### src/rtl/ara_pkg.sv
// Shared vector load/store types plus the burst-split arithmetic.
// The global load/store unit reuses this arithmetic.
package ara_pkg;

  localparam int unsigned VLenClusterWidth = 16;
  typedef logic [VLenClusterWidth-1:0] vlen_cluster_t;

  typedef enum logic [1:0] {
    EW8  = 2'd0,
    EW16 = 2'd1,
    EW32 = 2'd2,
    EW64 = 2'd3
  } vew_e;

  typedef enum logic {
    LDST_IDLE  = 1'b0,
    LDST_ISSUE = 1'b1
  } ldst_state_e;

  localparam int unsigned AxiPageBytes = 4096;

  // Beats in the next burst. The page term uses the beat-aligned address.
  // Only the low address bits matter, because a page is at most 2^31 bytes.
  function automatic logic [8:0] burst_beats(
    input logic [31:0] addr_lo,
    input logic [31:0] beats_rem,
    input logic [31:0] max_beats,
    input logic [31:0] page_bytes,
    input logic [31:0] beat_bytes
  );
    logic [31:0] page_off;
    logic [31:0] page_beats;
    logic [31:0] beats;
    page_off   = addr_lo & (page_bytes - 32'd1) & ~(beat_bytes - 32'd1);
    page_beats = (page_bytes - page_off) / beat_bytes;
    beats      = beats_rem;
    if (max_beats < beats) beats = max_beats;
    if (page_beats < beats) beats = page_beats;
    return 9'(beats);
  endfunction

endpackage

### src/rtl/ldst_burst_sequencer.sv
// Splits one vector memory command into page- and length-legal AXI AR/AW bursts,
// holding per-command vl/element width on sideband outputs for the align stage.
module ldst_burst_sequencer
  import ara_pkg::*;
#(
  parameter int unsigned AxiDataWidth  = 512,
  parameter int unsigned AxiAddrWidth  = 64,
  parameter int unsigned MaxBurstBeats = 256,
  parameter int unsigned PageBytes     = AxiPageBytes
) (
  input  logic                    clk_i,
  input  logic                    rst_ni,
  input  logic                    cmd_valid_i,
  output logic                    cmd_ready_o,
  input  logic [AxiAddrWidth-1:0] cmd_addr_i,
  input  vlen_cluster_t           cmd_vl_i,
  input  vew_e                    cmd_vew_i,
  input  logic                    cmd_is_load_i,
  output logic                    ar_valid_o,
  input  logic                    ar_ready_i,
  output logic                    aw_valid_o,
  input  logic                    aw_ready_i,
  output logic [AxiAddrWidth-1:0] ax_addr_o,
  output logic [7:0]              ax_len_o,
  output logic [2:0]              ax_size_o,
  output vlen_cluster_t           vl_ldst_rd_o,
  output vlen_cluster_t           vl_ldst_wr_o,
  output vew_e                    vew_ar_o,
  output vew_e                    vew_aw_o,
  output logic                    busy_o
);

  localparam int unsigned BeatBytes  = AxiDataWidth / 8;
  localparam int unsigned BeatShift  = $clog2(BeatBytes);
  localparam int unsigned BytesWidth = $bits(vlen_cluster_t) + 3;
  localparam int unsigned RemWidth   = BytesWidth + 1;

  ldst_state_e             state_q, state_d;
  logic                    cmd_ready_q, cmd_ready_d;
  logic                    is_load_q, is_load_d;
  logic [AxiAddrWidth-1:0] cur_addr_q, cur_addr_d;
  logic [RemWidth-1:0]     beats_rem_q, beats_rem_d;
  vlen_cluster_t           vl_rd_q, vl_rd_d, vl_wr_q, vl_wr_d;
  vew_e                    vew_ar_q, vew_ar_d, vew_aw_q, vew_aw_d;

  logic [BytesWidth-1:0]   cmd_bytes;
  logic [RemWidth-1:0]     cmd_span;
  logic [AxiAddrWidth-1:0] aligned_addr;
  logic [8:0]              beats;
  logic                    busy;
  logic                    ax_hs;

  always_comb begin
    state_d     = state_q;
    is_load_d   = is_load_q;
    cur_addr_d  = cur_addr_q;
    beats_rem_d = beats_rem_q;
    vl_rd_d     = vl_rd_q;
    vl_wr_d     = vl_wr_q;
    vew_ar_d    = vew_ar_q;
    vew_aw_d    = vew_aw_q;

    busy      = (state_q == LDST_ISSUE);
    cmd_bytes = BytesWidth'(cmd_vl_i) << cmd_vew_i;
    // Leading offset plus payload, rounded up to whole beats.
    cmd_span  = RemWidth'(cmd_addr_i[BeatShift-1:0]) + RemWidth'(cmd_bytes)
              + RemWidth'(BeatBytes - 1);

    beats        = burst_beats(cur_addr_q[31:0], 32'(beats_rem_q), MaxBurstBeats,
                               PageBytes, BeatBytes);
    aligned_addr = cur_addr_q & ~AxiAddrWidth'(BeatBytes - 1);
    ax_hs        = busy && (is_load_q ? ar_ready_i : aw_ready_i);

    case (state_q)
      LDST_IDLE: begin
        // A zero-length command is consumed without touching the sideband.
        if (cmd_valid_i && cmd_ready_q && (cmd_vl_i != '0)) begin
          state_d     = LDST_ISSUE;
          is_load_d   = cmd_is_load_i;
          cur_addr_d  = cmd_addr_i;
          beats_rem_d = cmd_span >> BeatShift;
          if (cmd_is_load_i) begin
            vl_rd_d  = cmd_vl_i;
            vew_ar_d = cmd_vew_i;
          end else begin
            vl_wr_d  = cmd_vl_i;
            vew_aw_d = cmd_vew_i;
          end
        end
      end
      LDST_ISSUE: begin
        if (ax_hs) begin
          beats_rem_d = beats_rem_q - RemWidth'(beats);
          cur_addr_d  = aligned_addr + (AxiAddrWidth'(beats) << BeatShift);
          if (beats_rem_q == RemWidth'(beats)) state_d = LDST_IDLE;
        end
      end
      default: state_d = LDST_IDLE;
    endcase

    cmd_ready_d = (state_d == LDST_IDLE);
  end

  always_ff @(posedge clk_i or negedge rst_ni) begin
    if (!rst_ni) begin
      state_q     <= LDST_IDLE;
      cmd_ready_q <= 1'b0;
      is_load_q   <= 1'b0;
      cur_addr_q  <= '0;
      beats_rem_q <= '0;
      vl_rd_q     <= '0;
      vl_wr_q     <= '0;
      vew_ar_q    <= EW8;
      vew_aw_q    <= EW8;
    end else begin
      state_q     <= state_d;
      cmd_ready_q <= cmd_ready_d;
      is_load_q   <= is_load_d;
      cur_addr_q  <= cur_addr_d;
      beats_rem_q <= beats_rem_d;
      vl_rd_q     <= vl_rd_d;
      vl_wr_q     <= vl_wr_d;
      vew_ar_q    <= vew_ar_d;
      vew_aw_q    <= vew_aw_d;
    end
  end

  // Payload is forced to zero outside ISSUE so idle outputs are quiet.
  assign cmd_ready_o  = cmd_ready_q;
  assign ar_valid_o   = busy && is_load_q;
  assign aw_valid_o   = busy && !is_load_q;
  assign ax_addr_o    = busy ? cur_addr_q : '0;
  assign ax_len_o     = busy ? 8'(beats - 9'd1) : 8'd0;
  assign ax_size_o    = busy ? 3'(BeatShift) : 3'd0;
  assign vl_ldst_rd_o = vl_rd_q;
  assign vl_ldst_wr_o = vl_wr_q;
  assign vew_ar_o     = vew_ar_q;
  assign vew_aw_o     = vew_aw_q;
  assign busy_o       = busy;

endmodule

### config.mk
export PLATFORM = sky130hd
export DESIGN_NAME = ldst_burst_sequencer
export DESIGN_NICKNAME = d
export VERILOG_FILES = /design/src/rtl/ara_pkg.sv /design/src/rtl/ldst_burst_sequencer.sv
export SDC_FILE = /design/constraint.sdc
export NUM_CORES = 1
export LEC_CHECK = 0
export CORE_MARGIN = 4
export CORE_UTILIZATION = 53
export CTS_CLUSTER_SIZE = 14
export DETAILED_ROUTE_END_ITERATION = 8
export PLACE_DENSITY_LB_ADDON = 0.25
export REMOVE_ABC_BUFFERS = 1
export SLEW_MARGIN = 30
export SYNTH_ARGS = -nofsm -noshare
export SYNTH_HDL_FRONTEND = slang
export SYNTH_SLANG_ARGS = --single-unit
### constraint.sdc
create_clock -name clk_i -period 16 [get_ports clk_i]
set_input_delay 1.6 -clock clk_i [delete_from_list [all_inputs] [get_ports clk_i]]
set_output_delay 1.6 -clock clk_i [all_outputs]
set_load 0.02 [all_outputs]
==> impl_results.md <==
* Status: finished clean
* Simple-gate share of the synthesized area at a little over a quarter
* Post-DRT Antenna Nets at 0
* Crit. End Element: output port
* # hold bufs at CTS at 0
* Max FO, Critical Path at 23
* Worst slew margin at 37.5%
* Ys flop type: dfrtp_1
* Hold WC Path Type: reg -> reg
* Most common cell on crit path: nor2_1
* CP max stage delay at 0.74 ns
* Clk sink count at 123
* Routed vias at 9846
* Final setup viols at 0
* Ranking of synthesized cells by area: dfrtp_1 32%, mux2_2 5.0%, nand2_1 4.4%
* Largest family of logic cells by synthesized area: simple AND/OR/NAND/NOR gates
* Post-layout util at roughly 70%
* Post-layout minimum cycle time at 7.39 ns
* CTS tree: yes
* CORE AREA at 17500 µm²
* Initial Utilization at a little over half
* Root buffer cell: clkbuf_16
* Layout area overhead at 28.3%
* Iter 0 DRT Violations at 942
* Chip width at 142 µm
* Final RePlAce weighted congestion at approximately 0.95
* Routed WL per cell at 19.9 µm
* Inserted Diodes at 0
* Adder-Cell Fraction of Synth Area at under 10%
* YS warnings at 0
* Hold Violations, Final at 0
* Sum of negative setup slack at 0 ns
* Place WS at approximately 8.9 ns
* Clock Tree Buf Depth at 2
* Post-route DRC at 0
* Yosys top cell by area: dfrtp_1
* Vias in the first global route at 9503
* Post-CTS Setup Bufs at 0
* Routed vias/inst at 6.35
* Unrepaired setup endpoints after global routing: false
* Global-route wire length before repair at approximately 49 mm
* Yosys cell types at between 80 and 90
* Post-cts repair resize count at 0
* CP max-delay cell: nand3_1
* Worst EP arrival at 5.79 ns
* FMAX at between 0.1 and 0.15 GHz
* Rows at 48
* P per Cell Area at around 180 nW/µm²
* Fin Clk Skew at 0.00815 ns
* Worst-Margin Slew at 0.938 ns
* Share of cells above drive strength 1 at between 10% and 20%
* Synth Area in Compound Gates at 20.0%
* Post-route cell area at around 12000 µm²
* Die area at 20200 µm²
* Leak at 5.03 nW
* Asr flop ratio synth at 100%
* DP HPWL at 21.7 mm
* Detailed Route WL at 30.9 mm
* Clk_lat worst skew at about 0.43 ns
* Synth top area share at 32.2%
* H-Tree Depth at 4
* Setup crit start kind: flop
* Mux share of post-synthesis cell area at 8.31%
* Inserted Clock Buffers at 17
* Worst-path clk slew at 0.06 ns
* Max Cap Viol at 0
* Most frequent cells in the layout: 199 x clkdlybuf4s50_1, 122 x dfrtp_1, 110 x nand2_1, 96 x nor2_1, 59 x nand3_1
* Gr ovfl total at 0
* Mapped cell area at 9550 µm²
* DP Area at 11700 µm²
* I/O Pins at between 200 and 250
* Post-synth EDFFs at 0
* Crit-path cells: nor3_1 > nand4b_4 > nor2_1 > nand2_1 > ha_1 > o211ai_1 > o211ai_1 > nand3_1 > nand2_1 > a21boi_0 > nand3_1 > nor2_1 > xnor2_1 > nor2_1 > clkdlybuf4s50_1
* Tot Pwr at between 2 and 2.5 mW
* Syn Inst Count at 1148
* Total GRT Usage at 30.0%
* Sequential area share after synthesis at 32.2%
* Worst path required time at between 10 and 15 ns
* Setup ws final at 8.61 ns
* Yosys reg bits at 123
* First-pass DRT Iterations at 6
* Port Buffers at 201
* Syn Area/Cell at between 8 and 9 µm²
* Xor/xnor cell area share of the yosys netlist at ~3.7%
* Fin nets at 1429
* Number of fill cells in the layout at 1381
* Worst VDD drop at 0.131 mV
* Largest net degree at the start of global routing at 99
* Final period util at between 40% and 50%
* Commonest non-fill, non-tap cell in the layout: clkdlybuf4s50_1
* Antenna violations before repair at 0
* Die H at 142 µm
* Setup Crit Path Kind: reg -> out
* Final Max Slew Viols at 0
-- through the flow --
step / std cells / hold WS (ns)
final: 1551 / 0.488
after global routing: 1551 / 0.515
after detailed placement: 1519 / 0.481
after floorplan: 1079 / 0.446
after global placement: 1519 / 0.467
after CTS: 1551 / 0.489
-- final timing paths --
check | slack (ns) | start | cells after the start | endpoint
setup / recovery | 8.61 | beats_rem_q[10] | 15 | ax_len_o[6]
hold / removal | 0.49 | beats_rem_q[16] | 1 | beats_rem_q[16]
setup reg to reg | 9.00 | beats_rem_q[10] | 20 | cur_addr_q[42]
hold reg to reg | 0.49 | beats_rem_q[16] | 1 | beats_rem_q[16]
max in group asynchronous | 13.27 | rst_ni | 3 | cur_addr_q[41]
min in group asynchronous | 1.06 | rst_ni | 1 | cur_addr_q[8]
-- worst max-delay path, delay by kind of cell (launching register included) --
family | cells | cell delay [ns]
AND/OR/NAND/NOR | 9 | 2.83
XOR/XNOR | 1 | 0.07
AO/OA/AOI/OAI | 3 | 1.09
flip-flops | 1 | 0.43
adder cells (fa/ha/maj) | 1 | 0.32
buffers and inverters | 1 | 0.63
-- per-layer routing --
layer	wire [µm]	GRT usage (%)
met5	0	0
met4	850	11.6
met3	3180	7.80
met2	14300	47.3
met1	12600	39.8
-- report_power, final --
group	switching (mW)	internal, mW
Sequential	0.125	0.408
Clock	0.160	0.221
Combinational	0.761	0.564
Total	1.05	1.19
-- synth_stat cells (all sizes together), types with 13 or more instances --
cell / n
xnor2: 25
o211ai: 21
dfrtp: 123
and2: 56
o31ai: 14
nand3: 59
mux2: 42
and3: 17
mux2i: 23
clkbuf: 56
nor3: 39
o22ai: 13
a21oi: 55
o21ai: 45
ha: 28
a211oi: 13
nand4: 23
xor2: 13
buf: 16
nor2: 98
nand2: 112
inv: 55
a22oi: 14
nor4: 21
-- cells by family after synthesis --
logic type | count (synthesis)
other cells | 2
fa+ha+maj | 32
simple gates | 485
compound gates | 269
xor+xnor | 39
buf+inv | 129
flops | 123
mux | 69
-- sequential cells by signal, summed over array words and instances (netlist names) --
register / cells
is_load_q: 1
beats_rem_q: 20
vl_ldst_rd_o: 16
vew_ar_o: 2
busy_o: 1
vew_aw_o: 2
cur_addr_q: 64
vl_ldst_wr_o: 16
cmd_ready_o: 1
-- cell type report --
cell class                 count  area, µm²  share of cell area (%)
multi-input combinational    899       5980                    48.9
clock buffer                  18        439                    3.59
sequential                   123       3080                    25.1
clock inverter                14        139                    1.13
timing repair buffer         215       2110                    17.2
inverter                      57        214                    1.75
tap                          225        282                    2.30
(Power assumes the default switching activity.)
